<file path="src/rtl/add32_pipe.sv">
`timescale 1ns/1ps
// add32_pipe: two-stage pipelined 32-bit adder/subtractor with valid/ready on both sides.
// Stage 1 resolves the low half through 4-bit group lookahead; stage 2 finishes the high half and flags.
module add32_pipe (
   input  logic        clk,
   input  logic        rst_n,
   input  logic        in_valid,
   output logic        in_ready,
   input  logic [31:0] a,
   input  logic [31:0] b,
   input  logic        sub,
   output logic        out_valid,
   input  logic        out_ready,
   output logic [31:0] sum,
   output logic        cout,
   output logic        ovf,
   output logic        zero
);

   logic [31:0] bx;
   logic [15:0] p_lo, g_lo, bit_c, sum_lo_d;
   logic [3:0]  grp_g, grp_p;
   logic [3:0]  grp_c;
   logic        c16_d;

   logic        s1_valid_q, s1_valid_d;
   logic [15:0] sum_lo_q, a_hi_q, bx_hi_q;
   logic        c16_q;

   logic        s2_valid_q, s2_valid_d;
   logic [31:0] sum_q, sum_d;
   logic        cout_q, ovf_q, zero_q;
   logic [15:0] sum_hi_d;
   logic        c31_d, c32_d;

   logic        s1_load, s2_load;

   assign bx   = sub ? ~b : b;
   assign p_lo = a[15:0] ^ bx[15:0];
   assign g_lo = a[15:0] & bx[15:0];

   generate
      for (genvar gi = 0; gi < 4; gi++) begin : g_group
         assign grp_g[gi] = g_lo[4*gi+3]
                          | (p_lo[4*gi+3] & g_lo[4*gi+2])
                          | (p_lo[4*gi+3] & p_lo[4*gi+2] & g_lo[4*gi+1])
                          | (p_lo[4*gi+3] & p_lo[4*gi+2] & p_lo[4*gi+1] & g_lo[4*gi]);
         assign grp_p[gi] = &p_lo[4*gi+3:4*gi];
      end
   endgenerate

   // Flattened lookahead: every group carry depends only on group G/P and the carry-in.
   always_comb begin
      grp_c[0] = sub;
      grp_c[1] = grp_g[0] | (grp_p[0] & sub);
      grp_c[2] = grp_g[1] | (grp_p[1] & grp_g[0]) | (grp_p[1] & grp_p[0] & sub);
      grp_c[3] = grp_g[2] | (grp_p[2] & grp_g[1]) | (grp_p[2] & grp_p[1] & grp_g[0])
               | (grp_p[2] & grp_p[1] & grp_p[0] & sub);
      c16_d    = grp_g[3] | (grp_p[3] & grp_c[3]);
   end

   generate
      for (genvar gi = 0; gi < 16; gi++) begin : g_bit
         if (gi % 4 == 0) begin : g_head
            assign bit_c[gi] = grp_c[gi/4];
         end else begin : g_ripple
            assign bit_c[gi] = g_lo[gi-1] | (p_lo[gi-1] & bit_c[gi-1]);
         end
         assign sum_lo_d[gi] = p_lo[gi] ^ bit_c[gi];
      end
   endgenerate

   // Carry into bit 31 recovered from the sum bit: s31 = a31 ^ bx31 ^ c31.
   always_comb begin
      {c32_d, sum_hi_d} = {1'b0, a_hi_q} + {1'b0, bx_hi_q} + {16'd0, c16_q};
      c31_d             = a_hi_q[15] ^ bx_hi_q[15] ^ sum_hi_d[15];
      sum_d             = {sum_hi_d, sum_lo_q};
   end

   assign in_ready = !s1_valid_q || !s2_valid_q || out_ready;
   assign s1_load  = in_valid && in_ready;
   assign s2_load  = s1_valid_q && (!s2_valid_q || out_ready);

   always_comb begin
      s1_valid_d = s1_valid_q;
      if (s1_load)
         s1_valid_d = 1'b1;
      else if (s2_load)
         s1_valid_d = 1'b0;

      s2_valid_d = s2_valid_q;
      if (s2_load)
         s2_valid_d = 1'b1;
      else if (out_ready)
         s2_valid_d = 1'b0;
   end

   always_ff @(posedge clk or negedge rst_n) begin
      if (!rst_n) begin
         s1_valid_q <= 1'b0;
         sum_lo_q   <= '0;
         c16_q      <= 1'b0;
         a_hi_q     <= '0;
         bx_hi_q    <= '0;
         s2_valid_q <= 1'b0;
         sum_q      <= '0;
         cout_q     <= 1'b0;
         ovf_q      <= 1'b0;
         zero_q     <= 1'b0;
      end else begin
         s1_valid_q <= s1_valid_d;
         s2_valid_q <= s2_valid_d;
         if (s1_load) begin
            sum_lo_q <= sum_lo_d;
            c16_q    <= c16_d;
            a_hi_q   <= a[31:16];
            bx_hi_q  <= bx[31:16];
         end
         if (s2_load) begin
            sum_q  <= sum_d;
            cout_q <= c32_d;
            ovf_q  <= c31_d ^ c32_d;
            zero_q <= ~|sum_d;
         end
      end
   end

   assign out_valid = s2_valid_q;
   assign sum       = sum_q;
   assign cout      = cout_q;
   assign ovf       = ovf_q;
   assign zero      = zero_q;

endmodule
</file>
<file path="config.mk">
export PLATFORM = sky130hd
export DESIGN_NAME = add32_pipe
export DESIGN_NICKNAME = d
export VERILOG_FILES = /design/src/rtl/add32_pipe.sv
export SDC_FILE = /design/constraint.sdc
export NUM_CORES = 1
export LEC_CHECK = 0
export CAP_MARGIN = 10
export CORE_MARGIN = 2
export CORE_UTILIZATION = 57
export CTS_BUF_LIST = sky130_fd_sc_hd__clkbuf_2 sky130_fd_sc_hd__clkbuf_4 sky130_fd_sc_hd__clkbuf_8
export CTS_CLUSTER_SIZE = 8
export DETAILED_ROUTE_END_ITERATION = 8
export HOLD_SLACK_MARGIN = 0.06
export PLACE_DENSITY = 0.95
export SLEW_MARGIN = 20
export SYNTH_ARGS = -nofsm -noshare
export SYNTH_HDL_FRONTEND = slang
export SYNTH_SLANG_ARGS = --single-unit
</file>
<file path="constraint.sdc">
create_clock -name clk -period 4.2 [get_ports clk]
set_input_delay 0.42 -clock clk [delete_from_list [all_inputs] [get_ports clk]]
set_output_delay 0.42 -clock clk [all_outputs]
set_load 0.05 [all_outputs]
</file>
# After elaboration in Yosys (flattened, before gate mapping)

Cells that the tools add are included.

Add/subtract/negate cells: 2
Multiplexer cells: 5
Bitwise gates (word level): 95
Reductions and logical operators: 15

Operators with widths:

| kind              | count |
|---|---|
| $and 1x1->1       | 42 |
| $mux 32           | 1 |
| $not 32->32       | 1 |
| $reduce_or 32->1  | 1 |
| $or 1x1->1        | 31 |
| $xor 1x1->1       | 19 |
| $add 16x16->17    | 1 |
| $add 17x1->17     | 1 |
| $and 16x16->16    | 1 |
| $reduce_and 4->1  | 4 |
| $xor 16x16->16    | 1 |
| $mux 1            | 4 |
| $reduce_bool 2->1 | 2 |
| $logic_not 1->1   | 3 |
| $logic_or 1x1->1  | 3 |
| $logic_and 1x1->1 | 2 |

Register bits after elaboration: 86
Logic and storage cells: 127

# Logic depth before layout (Yosys ltp)

Word-level depth: 18
Mapped depth: 16

# Least setup slack after synthesis

OpenSTA, ideal clock, no wires.

Kind: input port to flip-flop
Start: input port sub
End: register sum_lo_q[15]
Arrival: 3702 ps
Data required time: 4117 ps
Setup slack: 416 ps
Stages on the path: 16
Buffers on the path: 2
Path through: clkbuf_1 clkbuf_1 xor2_1 ha_1 a21o_1 a21o_1 a21oi_1 o211ai_1 nand2_1 o22ai_1 nor2_1 fa_1 fa_1 fa_1 xor2_1 o21ai_0

Word-level cells in the longest chain between the ends: 17
Elaborated cells between the ends (all ways): 45
Those cells by class: mux: 1; bitwise: 41; reduce/logical: 3

RTL lines:

| what                                             | line       | text |
|---|---|---|
| start: declaration                               | 11         | `input logic sub,` |
| $mux 32                                          | 38         | `assign bx = sub ? ~b : b;` |
| $xor 16x16->16 or $and 16x16->16 (tied branches) | 39, 40     |  |
| $and 1x1->1 (on tied branches)                   | 45, 46, 47 |  |
| $or 1x1->1 (tied with other cells)               | 45         | `\| (p_lo[4*gi+3] & g_lo[4*gi+2])` |
| $or 1x1->1 or $and 1x1->1 (tied branches)        | 46, 47     |  |
| $or 1x1->1                                       | 47         | `\| (p_lo[4*gi+3] & p_lo[4*gi+2] & p_lo[4*gi+1] & g_lo[4*gi]);` |
| $and 1x1->1                                      | 57         | `grp_c[3] = grp_g[2] \| (grp_p[2] & grp_g[1]) \| (grp_p[2] & grp_p[1] & grp_g[0])` |
| $or 1x1->1 (2 in a row)                          | 57         |  |
| $or 1x1->1                                       | 58         | `\| (grp_p[2] & grp_p[1] & grp_p[0] & sub);` |
| $and 1x1->1                                      | 67         | `assign bit_c[gi] = g_lo[gi-1] \| (p_lo[gi-1] & bit_c[gi-1]);` |
| $or 1x1->1                                       | 67         |  |
| $and 1x1->1                                      | 67         |  |
| $or 1x1->1                                       | 67         |  |
| $and 1x1->1                                      | 67         |  |
| $or 1x1->1                                       | 67         |  |
| $xor 1x1->1 *                                    | 69         | `assign sum_lo_d[gi] = p_lo[gi] ^ bit_c[gi];` |
| end signal: assignment                           | 114        | `sum_lo_q <= sum_lo_d;` |
| end: declaration                                 | 27         | `logic [15:0] sum_lo_q, a_hi_q, bx_hi_q;` |

Mark *: on every way between the ends. The rest lies on a longest branch, timed or not.
A chain may end at the register's enable or synchronous reset.

# Worst setup path in the final report

Start: input port b[0]
End: register sum_lo_q[15]

Word-level cells in the longest chain between the ends: 15
Elaborated cells between the ends (all ways): 19
Those cells by class: mux: 1; bitwise: 17; reduce/logical: 1

RTL lines:

| what               | line | text |
|---|---|---|
| start: declaration | 10   | `input logic [31:0] b,` |
| $not 32->32        | 38   |  |
| $mux 32 *          | 38   |  |
| $and 16x16->16     | 40   | `assign g_lo = a[15:0] & bx[15:0];` |
| $and 1x1->1        | 47   |  |
| $or 1x1->1         | 47   |  |
| $and 1x1->1        | 57   |  |
| $or 1x1->1         | 57   |  |
| $or 1x1->1 *       | 58   |  |
| $and 1x1->1 *      | 67   |  |
| $or 1x1->1 *       | 67   |  |
| $and 1x1->1 *      | 67   |  |
| $or 1x1->1 *       | 67   |  |
| $and 1x1->1 *      | 67   |  |
| $or 1x1->1 *       | 67   |  |
| $xor 1x1->1 *      | 69   |  |

Marks and branches as above.

==> results.sh <==
export IMPL_multi_input_area_um2=2649
export IMPL_hpwl_mm=8.071
export IMPL_cts_buffers=9
export IMPL_grt_max_degree=87
export IMPL_min_period_over_period_pct=82.86
export IMPL_hp_class="in -> async"
export IMPL_clock_insertion_delay_worst_skew_ns=0.35
export IMPL_reg2reg_slack_ns=1.20
export IMPL_status="finished clean"
export IMPL_synthCells=449
export IMPL_via_per_inst=5.486
export IMPL_antenna_found_initial=0
export IMPL_setup_ws_ns=0.7200
export IMPL_htree_levels=3
export IMPL_drc=0
export IMPL_place_area_um2=6107
export IMPL_maxCapViolations=0
export IMPL_power_switching_mw=1.583
export IMPL_seq_area_frac_synth_pct=43.28
export IMPL_place_ws_ns=0.3633
export IMPL_synth_ff_type="dfrtp_1"
export IMPL_tightest_slew_ns=0.8247
export IMPL_reg2reg_from="a_hi_q[0]"
export IMPL_async_reset_ff_share_pct=100.0
export IMPL_start_util_pct=57.86
export IMPL_syn2layout_area_growth_pct=26.70
export IMPL_slew_headroom_pct=44.89
export IMPL_ios=106
export IMPL_startpoint_type="primary input"
export IMPL_num_vias=3643
export IMPL_design_area_um2=6300
export IMPL_netlist_area_um2=4972
export IMPL_die_h_um=97.40
export IMPL_finalNetCount=664
export IMPL_ctsResizeCount=0
export IMPL_cp_arrival_ns=3.76
export IMPL_yosys_register_bits=86
export IMPL_p_per_area_nw_per_um2=573.6
export IMPL_clkPwrFrac_pct=15.6
export IMPL_place_gp_congestion=0.8246
export IMPL_combPwrFrac_pct=50.4
export IMPL_max_vdd_ir_drop_mv=0.3144
export IMPL_postCtsHoldBufs=0
export IMPL_r2r_cells=9
export IMPL_timing_rr_end="zero"
export IMPL_fmax_ghz=0.2874
export IMPL_die_area_um2=9487
export IMPL_min_period_ns=3.480
export IMPL_syn_area_per_cell_um2=11.07
export IMPL_cts_setup_buffers=0
export IMPL_intPower_mw=2.031
export IMPL_cp_required_ns=4.48
export IMPL_wl_mm=10.50
export IMPL_overflow=0
export IMPL_leakagePower_nw=2.782
export IMPL_row_count=34
export IMPL_synth_edf_count=0
export IMPL_drtIter0Drc=44
export IMPL_power_frac_seq_pct=34.0
export IMPL_ant_nets=0
export IMPL_clk_pin_slew_ns=0.10
export IMPL_drive_above_1_share_pct=14.03
export IMPL_setup_tns_ns=0
export IMPL_ys_types=53
export IMPL_drt_pass1_iterations=4
export IMPL_grt_pass1_wl_mm=17.55
export IMPL_clock_skew_ns=0.01283
export IMPL_syn_nets=562
export IMPL_grt_pass1_vias=3784
export IMPL_core_um2=8593
export IMPL_worst_setup_path_type="in -> reg"
export IMPL_grt_total_usage_pct=22.82
export IMPL_clock_path_buffers=2
export IMPL_cp_max_fo=2
export IMPL_fin_hold_ws_ns=0.1073
export IMPL_p_sw_share_pct=43.80
export IMPL_setup_viol_count_final=0
export IMPL_cts_sinks=86
export IMPL_regArea_um2=2152
export IMPL_yosys_warnings=0
export IMPL_rsz0062_at_grt="false"
export IMPL_wl_per_cell_um=15.82
export IMPL_end_kind="flip-flop"
export IMPL_diodes=0
export IMPL_die_w_um=97.40
export IMPL_port_buffers=105
export IMPL_slew_violations=0
export IMPL_hold_viol=0
export IMPL_cts_root_buf="clkbuf_8"
export IMPL_fillers=591
export IMPL_cts_tree="done"
## cell usage after synthesis (all sizes together) (3+ instances only)
| cell type | n | area share (%) |
|---|---|---|
| nand2 | 48 | 3.7 |
| nand3 | 7 | 0.70 |
| nor4 | 6 | 0.75 |
| nor2 | 11 | 0.83 |
| inv | 26 | 2.0 |
| a21oi | 11 | 1.2 |
| a41oi | 4 | 1.5 |
| o21ai | 44 | 4.5 |
| xor2 | 22 | 3.9 |
| nand2b | 4 | 0.50 |
| fa | 13 | 5.2 |
| xnor2 | 29 | 5.1 |
| nand4 | 4 | 0.50 |
| clkbuf | 13 | 0.98 |
| a21o | 9 | 1.4 |
| ha | 31 | 7.8 |
| dfrtp | 86 | 43 |
| nor3 | 3 | 0.30 |
| mux2 | 44 | 10 |
| buf | 5 | 0.55 |
## per-layer routing
layer | share of wire, % | wire (um) | global-route usage [%]
met5 | 0 | 0 | 0
met4 | 1.1 | 118 | 5.876
met2 | 52 | 5445 | 41.11
met1 | 40 | 4232 | 27.43
met3 | 6.7 | 708 | 5.540
## through the flow
step / utilization (%) / std cells / total power, mW
after floorplan: - / 449 / 2.472
after global placement: 71.07 / 648 / 2.993
after detailed placement: 71.07 / 648 / 3.067
after CTS: 73.27 / 664 / 3.630
after global routing: 73.31 / 664 / 3.817
final: 73.31 / 664 / 3.613
## logic make-up (layout without fill, tap and decap cells)
| family | after synthesis | in the layout | share of synthesized area (%) |
|---|---|---|---|
| xor+xnor | 51 | 51 | 8.983 |
| compound gates | 86 | 86 | 12.10 |
| buf+inv | 44 | 151 | 3.498 |
| fa+ha+maj | 44 | 44 | 13.03 |
| mux | 45 | 45 | 10.17 |
| simple gates | 93 | 93 | 8.933 |
| flops | 86 | 86 | 43.28 |
## sequential cells by signal, indices dropped and copies added (netlist names), 16 cells and up
register,cells
sum,32
a_hi_q,16
bx_hi_q,16
sum_lo_q,16
## power by group through the flow
stage / registers [mW] / clock network, mW / logic, mW
global route: 1.26 / 0.603 / 1.95
floorplan: 1.75 / 0 / 0.724
CTS: 1.23 / 0.569 / 1.83
finish: 1.23 / 0.563 / 1.82
detailed placement: 1.25 / 0 / 1.82
global placement: 1.22 / 0 / 1.77
## layout by cell type (no fill, tap or decap), types with 4 or more instances in the layout
cell type        count
a21o_1               9
a21oi_1             10
buf_4                4
clkbuf_8            10
clkdlybuf4s50_1    103
dfrtp_1             86
fa_1                13
ha_1                31
inv_1               26
mux2_2              42
nand2_1             46
nand2b_1             4
nand3_1              7
nand4_1              4
nor2_1              11
nor4_1               6
o21ai_0             40
xnor2_1             29
xor2_1              22
## cell type report
cell class | instances | share of cell area, %
multi-input cells | 319 | 42.05
inverters | 26 | 1.549
well taps | 108 | 2.145
repair buffers | 109 | 17.10
flip-flops and latches | 86 | 34.16
clock buffers | 10 | 2.185
clock inverters | 6 | 0.8143
## critical path, stage by stage
cell,delay [ns]
clkdlybuf4s50_1,0.47
xor2_1,0.17
ha_1,0.32
a21o_1,0.13
a21o_1,0.11
a21oi_1,0.07
o211ai_1,0.19
nand2_1,0.13
o22ai_1,0.21
nor2_1,0.09
fa_1,0.38
fa_1,0.40
fa_1,0.39
xor2_1,0.14
o21ai_0,0.13
## worst max-delay path by stage
| stage | start | endpoint | slack (ns) |
|---|---|---|---|
| floorplan | sub | sum_lo_q[15] | 0.42 |
| global placement | b[0] | sum_lo_q[15] | 0.46 |
| detailed placement | b[0] | sum_lo_q[15] | 0.36 |
| CTS | b[0] | sum_lo_q[15] | 0.73 |
| global route | b[0] | sum_lo_q[15] | 0.56 |
| finish | b[0] | sum_lo_q[15] | 0.72 |
Power figures use the tool's default switching activity.
